<file path="src/rtl/mvm_uart_host.sv">
// Host-side UART bridge: packed K/X AXI-Stream word -> UART bytes; UART bytes -> wide Y AXI-Stream word.
// Latency: TX start bit the cycle after handshake; Y word valid the cycle after the last stop-bit sample.
// Backpressure: kx_tready low while a word is being sent; a Y word completing while one is still held is dropped.
module mvm_uart_host #(
    parameter int CLOCKS_PER_PULSE = 200_000_000 / 9600,
    parameter int BITS_PER_WORD    = 8,
    parameter int PACKET_SIZE_TX   = BITS_PER_WORD + 5,
    parameter int W_KX             = 12,
    parameter int W_Y              = 64
) (
    input  logic            clk,
    input  logic            rstn,
    input  logic            s_axis_kx_tvalid,
    output logic            s_axis_kx_tready,
    input  logic [W_KX-1:0] s_axis_kx_tdata,
    output logic            tx,
    input  logic            rx,
    output logic            m_axis_y_tvalid,
    input  logic            m_axis_y_tready,
    output logic [W_Y-1:0]  m_axis_y_tdata,
    output logic            rx_frame_err,
    output logic            rx_overrun
);

    localparam int N_TX = (W_KX + BITS_PER_WORD - 1) / BITS_PER_WORD;
    localparam int N_RX = W_Y / BITS_PER_WORD;
    localparam int CW   = $clog2(CLOCKS_PER_PULSE);
    localparam int PW   = $clog2(PACKET_SIZE_TX);
    localparam int TW   = (N_TX > 1) ? $clog2(N_TX) : 1;
    localparam int DW   = (BITS_PER_WORD > 1) ? $clog2(BITS_PER_WORD) : 1;
    localparam int RW   = (N_RX > 1) ? $clog2(N_RX) : 1;

    localparam logic [CW-1:0] CLK_LAST  = CW'(CLOCKS_PER_PULSE - 1);
    localparam logic [CW-1:0] HALF_LAST = CW'(CLOCKS_PER_PULSE / 2 - 1);
    localparam logic [PW-1:0] PKT_LAST  = PW'(PACKET_SIZE_TX - 1);
    localparam logic [PW-1:0] DATA_END  = PW'(BITS_PER_WORD);
    localparam logic [TW-1:0] TXB_LAST  = TW'(N_TX - 1);
    localparam logic [DW-1:0] RXB_LAST  = DW'(BITS_PER_WORD - 1);
    localparam logic [RW-1:0] WORD_LAST = RW'(N_RX - 1);

    typedef enum logic {TX_IDLE, TX_SEND} tx_state_t;
    typedef enum logic [1:0] {RX_IDLE, RX_START, RX_DATA, RX_STOP} rx_state_t;

    tx_state_t                   tx_state, tx_state_n;
    logic [CW-1:0]               tx_clk, tx_clk_n;
    logic [PW-1:0]               tx_bit, tx_bit_n;
    logic [TW-1:0]               tx_byte, tx_byte_n;
    logic [N_TX*BITS_PER_WORD-1:0] tx_buf, tx_buf_n;
    logic [BITS_PER_WORD-1:0]    tx_cur;
    logic [BITS_PER_WORD:0]      tx_frame;
    logic                        tx_n;

    // tx is registered from next-state values so the line is glitch-free yet the start bit still lands right after the handshake
    always_comb begin
        tx_state_n = tx_state;
        tx_clk_n   = tx_clk;
        tx_bit_n   = tx_bit;
        tx_byte_n  = tx_byte;
        tx_buf_n   = tx_buf;
        case (tx_state)
            TX_IDLE: begin
                if (s_axis_kx_tvalid) begin
                    tx_state_n             = TX_SEND;
                    tx_buf_n               = '0;
                    tx_buf_n[W_KX-1:0]     = s_axis_kx_tdata;
                    tx_clk_n               = '0;
                    tx_bit_n               = '0;
                    tx_byte_n              = '0;
                end
            end
            TX_SEND: begin
                if (tx_clk == CLK_LAST) begin
                    tx_clk_n = '0;
                    if (tx_bit == PKT_LAST) begin
                        tx_bit_n = '0;
                        if (tx_byte == TXB_LAST) tx_state_n = TX_IDLE;
                        else                     tx_byte_n  = tx_byte + 1'b1;
                    end else begin
                        tx_bit_n = tx_bit + 1'b1;
                    end
                end else begin
                    tx_clk_n = tx_clk + 1'b1;
                end
            end
            default: tx_state_n = TX_IDLE;
        endcase
        tx_cur   = tx_buf_n[tx_byte_n*BITS_PER_WORD +: BITS_PER_WORD];
        tx_frame = {tx_cur, 1'b0};
        tx_n     = 1'b1;
        if (tx_state_n == TX_SEND && tx_bit_n <= DATA_END) tx_n = tx_frame[tx_bit_n];
    end

    always_ff @(posedge clk or negedge rstn) begin
        if (!rstn) begin
            tx_state <= TX_IDLE;
            tx_clk   <= '0;
            tx_bit   <= '0;
            tx_byte  <= '0;
            tx_buf   <= '0;
            tx       <= 1'b1;
        end else begin
            tx_state <= tx_state_n;
            tx_clk   <= tx_clk_n;
            tx_bit   <= tx_bit_n;
            tx_byte  <= tx_byte_n;
            tx_buf   <= tx_buf_n;
            tx       <= tx_n;
        end
    end

    assign s_axis_kx_tready = (tx_state == TX_IDLE);

    logic                     rx_meta, rx_sync, rx_prev;
    rx_state_t                rx_state, rx_state_n;
    logic [CW-1:0]            rx_clk, rx_clk_n;
    logic [DW-1:0]            rx_bit, rx_bit_n;
    logic                     rx_shift_en, stop_ok, stop_bad, word_done;
    logic [BITS_PER_WORD-1:0] rx_shift;
    logic [RW-1:0]            rx_cnt;
    logic [W_Y-1:0]           rx_asm, asm_full;

    always_ff @(posedge clk or negedge rstn) begin
        if (!rstn) begin
            rx_meta <= 1'b1;
            rx_sync <= 1'b1;
            rx_prev <= 1'b1;
        end else begin
            rx_meta <= rx;
            rx_sync <= rx_meta;
            rx_prev <= rx_sync;
        end
    end

    always_comb begin
        rx_state_n  = rx_state;
        rx_clk_n    = rx_clk;
        rx_bit_n    = rx_bit;
        rx_shift_en = 1'b0;
        stop_ok     = 1'b0;
        stop_bad    = 1'b0;
        case (rx_state)
            RX_IDLE: begin
                if (rx_prev && !rx_sync) begin
                    rx_state_n = RX_START;
                    rx_clk_n   = '0;
                end
            end
            RX_START: begin
                if (rx_clk == HALF_LAST) begin
                    rx_clk_n   = '0;
                    rx_bit_n   = '0;
                    rx_state_n = rx_sync ? RX_IDLE : RX_DATA;
                end else begin
                    rx_clk_n = rx_clk + 1'b1;
                end
            end
            RX_DATA: begin
                if (rx_clk == CLK_LAST) begin
                    rx_clk_n    = '0;
                    rx_shift_en = 1'b1;
                    if (rx_bit == RXB_LAST) rx_state_n = RX_STOP;
                    else                    rx_bit_n   = rx_bit + 1'b1;
                end else begin
                    rx_clk_n = rx_clk + 1'b1;
                end
            end
            RX_STOP: begin
                if (rx_clk == CLK_LAST) begin
                    rx_clk_n   = '0;
                    rx_state_n = RX_IDLE;
                    stop_ok    = rx_sync;
                    stop_bad   = !rx_sync;
                end else begin
                    rx_clk_n = rx_clk + 1'b1;
                end
            end
            default: rx_state_n = RX_IDLE;
        endcase
    end

    always_comb begin
        asm_full = rx_asm;
        asm_full[rx_cnt*BITS_PER_WORD +: BITS_PER_WORD] = rx_shift;
    end

    assign word_done = stop_ok && (rx_cnt == WORD_LAST);

    always_ff @(posedge clk or negedge rstn) begin
        if (!rstn) begin
            rx_state        <= RX_IDLE;
            rx_clk          <= '0;
            rx_bit          <= '0;
            rx_shift        <= '0;
            rx_cnt          <= '0;
            rx_asm          <= '0;
            m_axis_y_tvalid <= 1'b0;
            m_axis_y_tdata  <= '0;
            rx_frame_err    <= 1'b0;
            rx_overrun      <= 1'b0;
        end else begin
            rx_state     <= rx_state_n;
            rx_clk       <= rx_clk_n;
            rx_bit       <= rx_bit_n;
            rx_frame_err <= stop_bad;
            rx_overrun   <= 1'b0;
            if (rx_shift_en) rx_shift <= {rx_sync, rx_shift[BITS_PER_WORD-1:1]};
            // a bad stop bit throws away the whole partial word, not just the byte
            if (stop_bad) begin
                rx_cnt <= '0;
            end else if (stop_ok) begin
                rx_asm <= asm_full;
                rx_cnt <= (rx_cnt == WORD_LAST) ? '0 : rx_cnt + 1'b1;
            end
            if (word_done && (!m_axis_y_tvalid || m_axis_y_tready)) begin
                m_axis_y_tdata  <= asm_full;
                m_axis_y_tvalid <= 1'b1;
            end else begin
                if (word_done) rx_overrun <= 1'b1;
                if (m_axis_y_tvalid && m_axis_y_tready) m_axis_y_tvalid <= 1'b0;
            end
        end
    end

endmodule

</file>
<file path="config.mk">
export PLATFORM = sky130hd
export DESIGN_NAME = mvm_uart_host
export DESIGN_NICKNAME = d
export VERILOG_FILES = /design/src/rtl/mvm_uart_host.sv
export SDC_FILE = /design/constraint.sdc
export NUM_CORES = 1
export LEC_CHECK = 0
export BUFFER_PORTS_ARGS = -buffer_cell sky130_fd_sc_hd__buf_2
export CAP_MARGIN = 10
export CORE_MARGIN = 1.5
export CORE_UTILIZATION = 36
export DETAILED_ROUTE_END_ITERATION = 7
export GPL_TIMING_DRIVEN = 0
export PLACE_DENSITY_LB_ADDON = 0.3
export REMOVE_ABC_BUFFERS = 1
export SLEW_MARGIN = 20
export SYNTH_ARGS = -nofsm -noshare
export SYNTH_HDL_FRONTEND = slang
export SYNTH_SLANG_ARGS = --single-unit
</file>
<file path="constraint.sdc">
create_clock -name clk -period 2.7 [get_ports clk]
set_input_delay 0.54 -clock clk [delete_from_list [all_inputs] [get_ports clk]]
set_output_delay 0.54 -clock clk [all_outputs]
set_load 0.02 [all_outputs]
</file>
==> results.sh <==
export IMPL_synth_area_leaders="dfrtp_1, mux2_2, nand2_1"
export IMPL_clkTransAtPathRegs_ns=0.06
export IMPL_tns_ns=0
export IMPL_drt_initial_drc_count=429
export IMPL_routabilityCongestion=0.802
export IMPL_cts_buffers=24
export IMPL_finalSetupViolations=0
export IMPL_cts_root_buf="clkbuf_16"
export IMPL_numPortBuffers=85
export IMPL_yosysSeqAreaShare_pct=53.7
export IMPL_switching_share_pct=25.0
export IMPL_h_tree_depth=1
export IMPL_p_seq_share_pct=50.1
export IMPL_crit_slowest_cell="dfrtp_1"
export IMPL_hold_path_depth=1
export IMPL_path_delay_family="simple AND/OR/NAND/NOR gates"
export IMPL_routed_wirelength_um=20500
export IMPL_ys_flop_type="dfrtp_1"
export IMPL_layout_common_cells="dfrtp_1, nand2_1, o21ai_0"
export IMPL_worstMarginPinSlew_ns=0.848
export IMPL_ys_types=68
export IMPL_cp_start_kind="flip-flop"
export IMPL_status="finished, final reports clean"
export IMPL_power_frac_clock_pct=42.8
export IMPL_startpoint="rx_cnt[0]"
export IMPL_crit_buf_inv=1
export IMPL_cts_buffer_depth=3
export IMPL_cts_tree="built"
export IMPL_timing_hold_ws_ns=0.137
export IMPL_fin_util_pct=42.4
export IMPL_p_sw_uw=1710
export IMPL_slew_violations=0
export IMPL_grt_max_degree=89
export IMPL_synth_edff_count=0
export IMPL_hold_class="input pin to flip-flop"
export IMPL_p_int_uw=5150
export IMPL_crit_top_cell="ha_1"
export IMPL_p_comb_share_pct=7.1
export IMPL_dp_hpwl_um=13100
export IMPL_power_uw=6870
export IMPL_finalHoldViolCount=0
export IMPL_crit_end="rx_asm[19]"
export IMPL_relSlewSlack_pct=43.4
export IMPL_required_ns=3.10
export IMPL_netlist_area_leader_share_pct=52.6
export IMPL_min_period_ns=2.65
export IMPL_cp_depth=7
export IMPL_regToRegEndpoint="rx_asm[19]"
export IMPL_core_area_um2=25900
export IMPL_reg2regPathDepth=7
export IMPL_via_count=6650
export IMPL_maxCapViolCount=0
export IMPL_yosys_area_top_type="dfrtp_1"
export IMPL_critPathKind="flip-flop to flip-flop"
export IMPL_start_util_pct=36.5
export IMPL_r2r_start="rx_cnt[0]"
export IMPL_final_common_cell="dfrtp_1"
export IMPL_leakagePower_uw=0.00543
export IMPL_grt_pass1_wl_um=33500
export IMPL_syn_area_per_cell_um2=10.4
export IMPL_r2r_slack_ns=0.05
export IMPL_std_cell_rows=59
export IMPL_worst_path_max_fanout=9
export IMPL_clkLatencyLatePin_ns=0.52
export IMPL_antenna_left=0
export IMPL_rsz0062_at_grt="true"
export IMPL_final_layout_size_suffix_gt1_share_pct=23.1
export IMPL_max_stage_delay_ns=0.49
export IMPL_cp_cell_sequence="inv_1 > ha_1 > ha_1 > nor3_2 > nand3_2 > nor2_4 > mux2_2"
export IMPL_fp_dieW_um=165
export IMPL_end_kind="flip-flop"
export IMPL_synth_cells=908
export IMPL_fp_dieH_um=165
export IMPL_grt_use_total_pct=15.2
export IMPL_async_flop_share_pct=100
export IMPL_final_period_utilization_pct=98.2
export IMPL_synthesis_area_um2=9460
export IMPL_antenna_cells=0
export IMPL_design_die_area_um2=27300
export IMPL_yosysWarnings=0
export IMPL_grt_overflow_total=0
export IMPL_dp_slack_ns=-0.287
export IMPL_cp_arrival_ns=3.05
export IMPL_antenna_found_initial=0
export IMPL_fmax_ghz=0.377
export IMPL_ys_ff_latch=203
export IMPL_postLayoutSetupSlackWorst_ns=0.0493
export IMPL_syn_to_final_growth_pct=16.0
export IMPL_fin_skew_ns=0.0121
export IMPL_avgRoutedWirePerCell_um=15.5
export IMPL_grt_pass1_vias=6458
export IMPL_ios=86
export IMPL_fin_nets=999
export IMPL_cts_sinks=203
export IMPL_power_density_nw_per_um2=625
export IMPL_route_detailed_drc=0
export IMPL_drt_pass1_iterations=6
export IMPL_vdd_drop_max_v=0.000558
export IMPL_via_per_inst=5.04
==> worst min-delay path by stage <==
stage                                 endpoint  slack, ns  startpoint
finish                                 rx_meta       0.14          rx
detailed placement                     rx_sync       0.35     rx_meta
CTS                                    rx_meta       0.11          rx
global route                           rx_meta       0.11          rx
floorplan           asynchronous set/reset pin       0.24        rstn
global placement                       rx_sync       0.35     rx_meta
==> Yosys cell counts, types with 7 or more instances <==
cell	number
clkbuf_1	30
and3_1	9
buf_1	8
o21ai_1	22
mux2i_1	61
inv_1	19
nor2b_1	10
nor3_1	7
a21oi_1	23
nand2_1	163
and2_1	8
nand4_1	7
buf_2	8
nand2b_1	9
nand3_1	16
dfrtp_1	199
nor2_1	41
o21ai_0	96
ha_1	12
mux2_2	58
==> cell type report <==
cell class                 instances  area (um^2)
sequential                       203         5090
tap                              335          419
fill                            2468        14900
inverter                          20         75.1
timing repair buffer              91          536
clock buffer                      37          679
clock inverter                     4         35.0
multi-input combinational        630         4150
==> kinds of logic (layout without fill, tap and decap cells) <==
family | count (synthesis) | count (layout) | synth area share (%)
compound gates | 185 | 185 | 11.3
simple gates | 304 | 306 | 15.6
mux | 119 | 119 | 13.4
xor+xnor | 8 | 8 | 0.740
buf+inv | 77 | 152 | 3.66
fa+ha+maj | 12 | 12 | 1.59
flops | 203 | 203 | 53.7
==> flip-flops by register name, summed over array words and instances (netlist names), named ones only <==
name,flops
tx_byte,1
rx_shift,8
rx_prev,1
tx_bit,4
tx_clk,15
tx_state,1
m_axis_y_tvalid,1
m_axis_y_tdata,64
rx_frame_err,1
rx_bit,3
tx_buf,16
rx_overrun,1
rx_asm,64
rx_cnt,3
rx_meta,1
rx_sync,1
rx_state,1
tx,1
rx_clk,15
==> per-stage QoR <==
| step | instances | area [um^2] |
|---|---|---|
| final | 1320 | 11000 |
| after CTS | 1317 | 10900 |
| after global routing | 1320 | 11000 |
| after detailed placement | 1274 | 10100 |
| after global placement | 1271 | 10000 |
| after floorplan | 851 | 9190 |
==> worst register-to-register path, cell delays in order (launching register included) <==
cell	delay [ns]
dfrtp_1	0.49
inv_1	0.13
ha_1	0.22
ha_1	0.23
nor3_2	0.37
nand3_2	0.37
nor2_4	0.35
mux2_2	0.37
==> power groups by stage <==
stage	clock, uW	sequential (uW)	combinational, uW
2_1_floorplan	0	3430	333
3_3_place_gp	0	3480	463
3_5_place_dp	0	3480	498
4_1_cts	3040	3430	498
5_1_grt	3170	3470	574
6_report	2940	3440	488
==> timing repair <==
action,4_1_cts,5_1_grt
gates resized for setup,8,15
setup endpoints to repair,72,105
endpoints found under the hold margin,42,0
pin swaps,0,2
setup buffers,0,2
gates cloned,1,1
hold buffers,1,0
==> per-layer routing <==
metal | vias to the layer above | global-route usage (%) | part of all wire (%)
li1 | 3283 | - | -
met1 | 3230 | 21.2 | 48
met2 | 109 | 24.3 | 46
met3 | 28 | 3.20 | 4.8
met4 | 0 | 3.19 | 1.5
met5 | - | 0 | 0
Note: power is estimated with default switching activity, not from simulation.
